**src/rtl/ones_count_pkg.sv**
```systemverilog
// Shared types and 7-segment encoding for the ones-count display block.
// Segment order is {g,f,e,d,c,b,a}; a 0 lights the segment.
package ones_count_pkg;

  typedef enum logic [1:0] {
    IDLE  = 2'd0,
    COUNT = 2'd1,
    DONE  = 2'd2
  } state_t;

  localparam logic [6:0] SEG_0 = 7'b1000000;
  localparam logic [6:0] SEG_1 = 7'b1111001;
  localparam logic [6:0] SEG_2 = 7'b0100100;
  localparam logic [6:0] SEG_3 = 7'b0110000;
  localparam logic [6:0] SEG_4 = 7'b0011001;
  localparam logic [6:0] SEG_5 = 7'b0010010;
  localparam logic [6:0] SEG_6 = 7'b0000010;
  localparam logic [6:0] SEG_7 = 7'b1111000;
  localparam logic [6:0] SEG_8 = 7'b0000000;
  localparam logic [6:0] SEG_9 = 7'b0010000;
  localparam logic [6:0] SEG_A = 7'b0001000;
  localparam logic [6:0] SEG_B = 7'b0000011;
  localparam logic [6:0] SEG_C = 7'b1000110;
  localparam logic [6:0] SEG_D = 7'b0100001;
  localparam logic [6:0] SEG_E = 7'b0000110;
  localparam logic [6:0] SEG_F = 7'b0001110;

  function automatic logic [6:0] seg7_hex(input logic [3:0] v);
    logic [6:0] s;
    case (v)
      4'h0:    s = SEG_0;
      4'h1:    s = SEG_1;
      4'h2:    s = SEG_2;
      4'h3:    s = SEG_3;
      4'h4:    s = SEG_4;
      4'h5:    s = SEG_5;
      4'h6:    s = SEG_6;
      4'h7:    s = SEG_7;
      4'h8:    s = SEG_8;
      4'h9:    s = SEG_9;
      4'hA:    s = SEG_A;
      4'hB:    s = SEG_B;
      4'hC:    s = SEG_C;
      4'hD:    s = SEG_D;
      4'hE:    s = SEG_E;
      default: s = SEG_F;
    endcase
    return s;
  endfunction

endpackage

```
**src/rtl/ones_count_display_sync.sv**
```systemverilog
// Multi-flop synchroniser for a single asynchronous level input.
// Clears to 0 on reset so a held request is re-detected afterwards.
module bit_sync #(
  parameter int STAGES = 2
) (
  input  logic clk,
  input  logic rst_n,
  input  logic d,
  output logic q
);

  logic [STAGES-1:0] sync_q;

  always_ff @(posedge clk or negedge rst_n) begin
    if (!rst_n) sync_q <= '0;
    else        sync_q <= {sync_q[STAGES-2:0], d};
  end

  assign q = sync_q[STAGES-1];

endmodule

```
**src/rtl/ones_count_display.sv**
```systemverilog
// Serial population count of data_in after a synchronised start request,
// shown on one active-low 7-segment digit.
module ones_count_display
  import ones_count_pkg::*;
#(
  parameter int WIDTH       = 8,
  parameter int CNT_W       = $clog2(WIDTH + 1),
  parameter int SYNC_STAGES = 2
) (
  input  logic             clk,
  input  logic             reset,
  input  logic             start,
  input  logic [WIDTH-1:0] data_in,
  output logic [CNT_W-1:0] num_ones,
  output logic             done,
  output logic [6:0]       hex
);

  state_t           state;
  logic [WIDTH-1:0] shift_reg;
  logic             start_s;

  bit_sync #(.STAGES(SYNC_STAGES)) u_start_sync (
    .clk   (clk),
    .rst_n (reset),
    .d     (start),
    .q     (start_s)
  );

  // Shifting stops as soon as no set bits remain, so the run length
  // depends on the highest set bit rather than on WIDTH.
  always_ff @(posedge clk or negedge reset) begin
    if (!reset) begin
      state     <= IDLE;
      shift_reg <= '0;
      num_ones  <= '0;
      hex       <= SEG_0;
    end else begin
      hex <= seg7_hex(4'(num_ones));
      case (state)
        IDLE: begin
          shift_reg <= data_in;
          if (start_s) begin
            state    <= COUNT;
            num_ones <= '0;
          end
        end
        COUNT: begin
          if (shift_reg == '0) begin
            state <= DONE;
          end else begin
            num_ones  <= num_ones + CNT_W'(shift_reg[0]);
            shift_reg <= shift_reg >> 1;
          end
        end
        DONE: begin
          if (!start_s) state <= IDLE;
        end
        default: state <= IDLE;
      endcase
    end
  end

  assign done = (state == DONE);

endmodule

```
**config.mk**
```make
export PLATFORM = sky130hd
export DESIGN_NAME = ones_count_display
export DESIGN_NICKNAME = d
export VERILOG_FILES = /design/src/rtl/ones_count_pkg.sv /design/src/rtl/ones_count_display_sync.sv /design/src/rtl/ones_count_display.sv
export SDC_FILE = /design/constraint.sdc
export NUM_CORES = 1
export LEC_CHECK = 0
export ABC_AREA = 1
export CORE_ASPECT_RATIO = 0.6
export CORE_MARGIN = 3
export CORE_UTILIZATION = 51
export DETAILED_ROUTE_END_ITERATION = 10
export PLACE_DENSITY = 0.81
export SLEW_MARGIN = 20
export SYNTH_ARGS = -nofsm -noshare
export SYNTH_HDL_FRONTEND = slang
export SYNTH_HIERARCHICAL = 1
export SYNTH_SLANG_ARGS = --single-unit
```
**constraint.sdc**
```tcl
create_clock -name clk -period 1.4 [get_ports clk]
set_input_delay 0.21 -clock clk [delete_from_list [all_inputs] [get_ports clk]]
set_output_delay 0.21 -clock clk [all_outputs]
set_load 0.02 [all_outputs]
```
# After elaboration in Yosys (flattened, before gate mapping)
# Memory sizes are Yosys's and may differ from the RTL's. A register that Yosys moved wholly into a read port is not among the register bits.
# Cells that the tools add are included.
[totals]
out_inout_bits = 12
regBits = 16
n_memories = 1
rom_bits = 112
in_bits = 11
[mem_list]
columns = ["name", "depth", "width", "rd", "rd_clocked_by_memory_dff", "write_ports", "line", "rtl"]
rows = [
  ["(no name shown)", 16, 7, 1, 1, 0, "ones_count_pkg.sv:30", "case (v)"],
]
[op_classes]
mux = 9
reduce_logical = 7
eq_ne = 6
n_addsub = 1
[op_table]
columns = ["op", "n"]
rows = [
  ["8-bit one-hot mux with 2 select lines", 1],
  ["8-bit zero test", 1],
  ["4-bit two-way mux", 2],
  ["8-bit two-way mux", 1],
  ["4-bit one-hot mux with 2 select lines", 1],
  ["2-bit two-way mux", 3],
  ["2-bit inequality test, second input constant", 3],
  ["2-bit one-hot mux with 3 select lines", 1],
  ["3-bit AND reduction", 2],
  ["4-bit by 1-bit adder with 4-bit output", 1],
  ["2-bit by 1-bit == test with 1-bit output, second input constant", 1],
  ["2-bit == test, second input constant", 1],
  ["2-bit zero test", 1],
  ["2-bit by 1-bit inequality test with 1-bit output, second input constant", 1],
  ["2-bit AND reduction", 1],
  ["2-bit nonzero test", 1],
  ["1-bit zero test", 1],
]

# Logic depth before layout (Yosys ltp)
[depth]
depth_word = 3
mapped_depth = 8
ltp_nobuf = 7

# Hierarchy
# The synthesis kept the hierarchy.
[by_module_without_submodules]
columns = ["module", "cells_each", "seq_area_each_um2", "n_inst", "area_per_inst_um2"]
rows = [
  ["ones_count_display", 148, 526.8, 1, 1174.9],
  ["bit_sync", 2, 50.0, 1, 50.0],
]

# Least setup slack after synthesis
# OpenSTA, ideal clock, no wires.
[synth_path]
kind = "reg2reg"
startpoint = "reg num_ones[1]"
endpoint = "reg hex[3]"
setup_time_ns = 0.083
path_buffers = 0
slack_ns = 0.078
required_ns = 1.317
stages_incl_launch_ff = 6
arrival_time_ns = 1.240
period_less_slack_ns = 1.322
cell_sequence = "dfrtp_1 inv_1 ha_1 o21ai_0 nand2_1 o21ai_0"
[synth_rtl]
columns = ["item", "line", "rtl"]
rows = [
  ["from (decl)", "ones_count_display.sv:14", "output logic [CNT_W-1:0] num_ones,"],
  ["from (signal assigned)", "ones_count_display.sv:52", "num_ones <= num_ones + CNT_W'(shift_reg[0]);"],
  ["to (decl)", "ones_count_display.sv:16", "output logic [6:0] hex"],
]

# Worst setup path in the final report
[layout_path]
startpoint = "reg state[1]"
endpoint = "reg num_ones[3]"
[layout_between]
elab_chain_cells = 3
word_cells_on_any_way = 7
cone_classes = "3 x eq/ne; 1 x mux; 3 x reduce/logical"
[layout_lines]
columns = ["item", "line", "rtl"]
rows = [
  ["from (decl)", "ones_count_display.sv:19", "state_t state;"],
  ["from (signal assigned)", "ones_count_display.sv:34", "state <= IDLE;"],
  ["from (signal assigned)", "ones_count_display.sv:44", "state <= COUNT;"],
  ["from (signal assigned)", "ones_count_display.sv:50", "state <= DONE;"],
  ["2-bit by 1-bit == test with 1-bit output or 2-bit zero test (tied branches)", "ones_count_display.sv:40", "case (state)"],
  ["2-bit inequality test (no source line), or another cell as far along", "--", ""],
  ["3-bit AND reduction (no source line)", "--", ""],
]
# Parallel ways exist; a longest one is shown, timed or not.
# A chain may end at the register's enable or synchronous reset.

==> reports/summary.txt <==
Pre-antenna DRT Iters = 4
RSZ-0062 raised after global routing = yes
Remaining routing DRC violations = 0
CP Class = register to register
Synthesized area = 1225 um^2
Max-cap viol count = 0
Clock skew = 4.928 ps
DR iter-0 viols = 110
Ys Warns = 6
CTS tree = yes
Die Wd = 69.27 um
Peak supply drop = 1288 uV
Storage cell area = 578.1 um^2
Register clock-pin slew on the reported worst setup and hold paths = 80 ps
Final Cycle Share = 95.61%
Worst Tran Pin Value = 310.2 ps
#FFs+latches synth = 23
Nets = 201
Vias in the first global route = 1017
# diodes = 0
Initial antenna violation count = 0
Post-Syn Nets = 169
Pleak = 0.8400 nW
Via count = 1143
First-pass GRT wire length = 4581 um
Startpoint Class = register
Worst-skew pair later-pin latency = 260 ps
Io pins = 23
Total GRT Usage = 19.62%
Final setup TNS = 0 ps
Vias per cell = 5.417
Worst-path maximum fanout = 10
Grt ovf = 0
Relative slew slack = 79.30%
Critical Path Sink Type = register
Total core area = 2228 um^2
Register area share after synthesis = 47.09%
I/O Buffers = 22
Area Overhead vs Synth = 27.07%
Routed wire length = 2823 um
Yosys cell types = 21
CTS H-Tree Depth = 1
Critical Path AT = 1540 ps
Root buffer cell = clkbuf_8
Endpoints failing setup = 0
Initial core utilization = 54.97%
Fillers = 167
Largest net degree at the start of global routing = 24
Total CTS buffers = 3
Fmax = 0.7471 GHz
HP Class = input pin to async pin
Die area = 3045 um^2
Drt wl/cell = 13.38 um
CTS sink count = 23
Placed Area = 1520 um^2
Final min period = 1339 ps
Slew Limit Fails = 0
CP required = 1600 ps
Status = completed
Final GP Congestion = 0.8445
Die height = 43.96 um
Avg Cell Area, Syn = 8.166 um^2
Share of post-route cells with drive strength above 1 = 12.71%
Max FFs per register = 8
Post-DP HPWL = 2153 um
ANT nets after route = 0
Cells after Synth = 150
Final Hold Vio Count = 0
Final instance area = 1556 um^2
Worst-case clock buffer depth = 2
Area of the multi-input gates = 571.8 um^2
Total power = 3.564 mW
Std-Cell Rows = 13
Pwr Density = 2290 nW/um^2
==> layout by cell type (no fill, tap or decap), types with 2 or more instances in the layout <==
master / instances
dlygate4sd2_1: 9
inv_1: 9
dfrtp_1: 21
o21ai_0: 3
ha_1: 8
a21oi_1: 4
nand2_1: 52
nand3_1: 23
nand4_1: 2
clkbuf_8: 3
buf_4: 10
dlymetal6s2s_1: 2
nor2_1: 11
clkdlybuf4s50_1: 10
o21ai_2: 2
clkinv_2: 2
==> cell families after synthesis <==
family	synth area share, %
DFF	47.09
AOI/OAI and AO/OA	7.355
adders and majority gates	8.172
buffers and inverters	6.230
and+or+nand+nor	31.15
==> through the flow <==
| stage | utilization, % | instances | hold WS, ps | worst slack, ps |
|---|---|---|---|---|
| after global placement | 68.22 | 207 | 346.0 | 82.29 |
| after detailed placement | 68.22 | 207 | 347.8 | 81.18 |
| after floorplan | - | 150 | -85.59 | 77.71 |
| after CTS | 69.74 | 211 | 293.2 | 4.860 |
| after global routing | 69.85 | 211 | 300.7 | -23.28 |
| final | 69.85 | 211 | 284.0 | 61.47 |
==> cell usage after synthesis, drive strengths merged <==
cell type  number  area [um^2]
clkinv          1        5.000
nand3          23        115.1
buf             5        37.53
o31ai           1        7.510
nand4           2        12.51
ha              8        100.1
nor2           11        41.29
nand2          54        212.7
dfrtp          22        550.5
o211ai          1        7.510
a21oi           5        28.78
o21ai           6        37.53
a32oi           1        8.760
dfstp           1        26.28
inv             9        33.78
==> timing repair <==
action	in CTS	in global routing
hold buffers	0	0
endpoints found under the setup margin	10	5
resized for setup	10	5
setup buffers	0	0
hold endpoints to repair	0	0
==> layout make-up <==
class | instances | area share (%)
clock inverter | 1 | 0.3215
inverter | 10 | 2.492
sequential | 23 | 37.14
tap | 30 | 2.412
clock buffer | 3 | 2.653
timing repair buffer | 32 | 18.25
multi-input combinational | 112 | 36.74
==> power breakdown <==
part / switching, mW / leakage [nW] / internal (mW)
combinational: 1.23 / 0.532 / 0.781
sequential: 0.178 / 0.282 / 0.964
clock: 0.207 / 0.0255 / 0.199
total: 1.62 / 0.840 / 1.94
==> routing by layer <==
layer	GRT usage, %	share of wire, %
met3	6.944	8.5
met4	8.560	1.9
met2	31.44	46
met5	0	0
met1	24.49	44
==> path summary, 6_finish.rpt <==
check / slack [ps] / cells after the start / end / start
min in group clk: 360 / 0 / u_start_sync/sync_q[1] / u_start_sync/sync_q[0]
worst max-delay path: 60 / 9 / num_ones[3] / state[1]
worst min-delay path: 280 / 2 / shift_reg[1] / reset
max in group asynchronous: 840 / 2 / hex[6] / reset
worst min register to register: 360 / 0 / u_start_sync/sync_q[1] / u_start_sync/sync_q[0]
worst max register to register: 60 / 9 / num_ones[3] / state[1]
==> worst max-delay path: stages, from the launching register on <==
cell and delay [ps]:
dfrtp_1 380, inv_1 70, buf_4 180, nand2_4 60
clkinv_2 80, buf_4 150, o21ai_1 70, nor2_1 150
nand2_1 70, nand2_1 60
(Power assumes the default switching activity.)
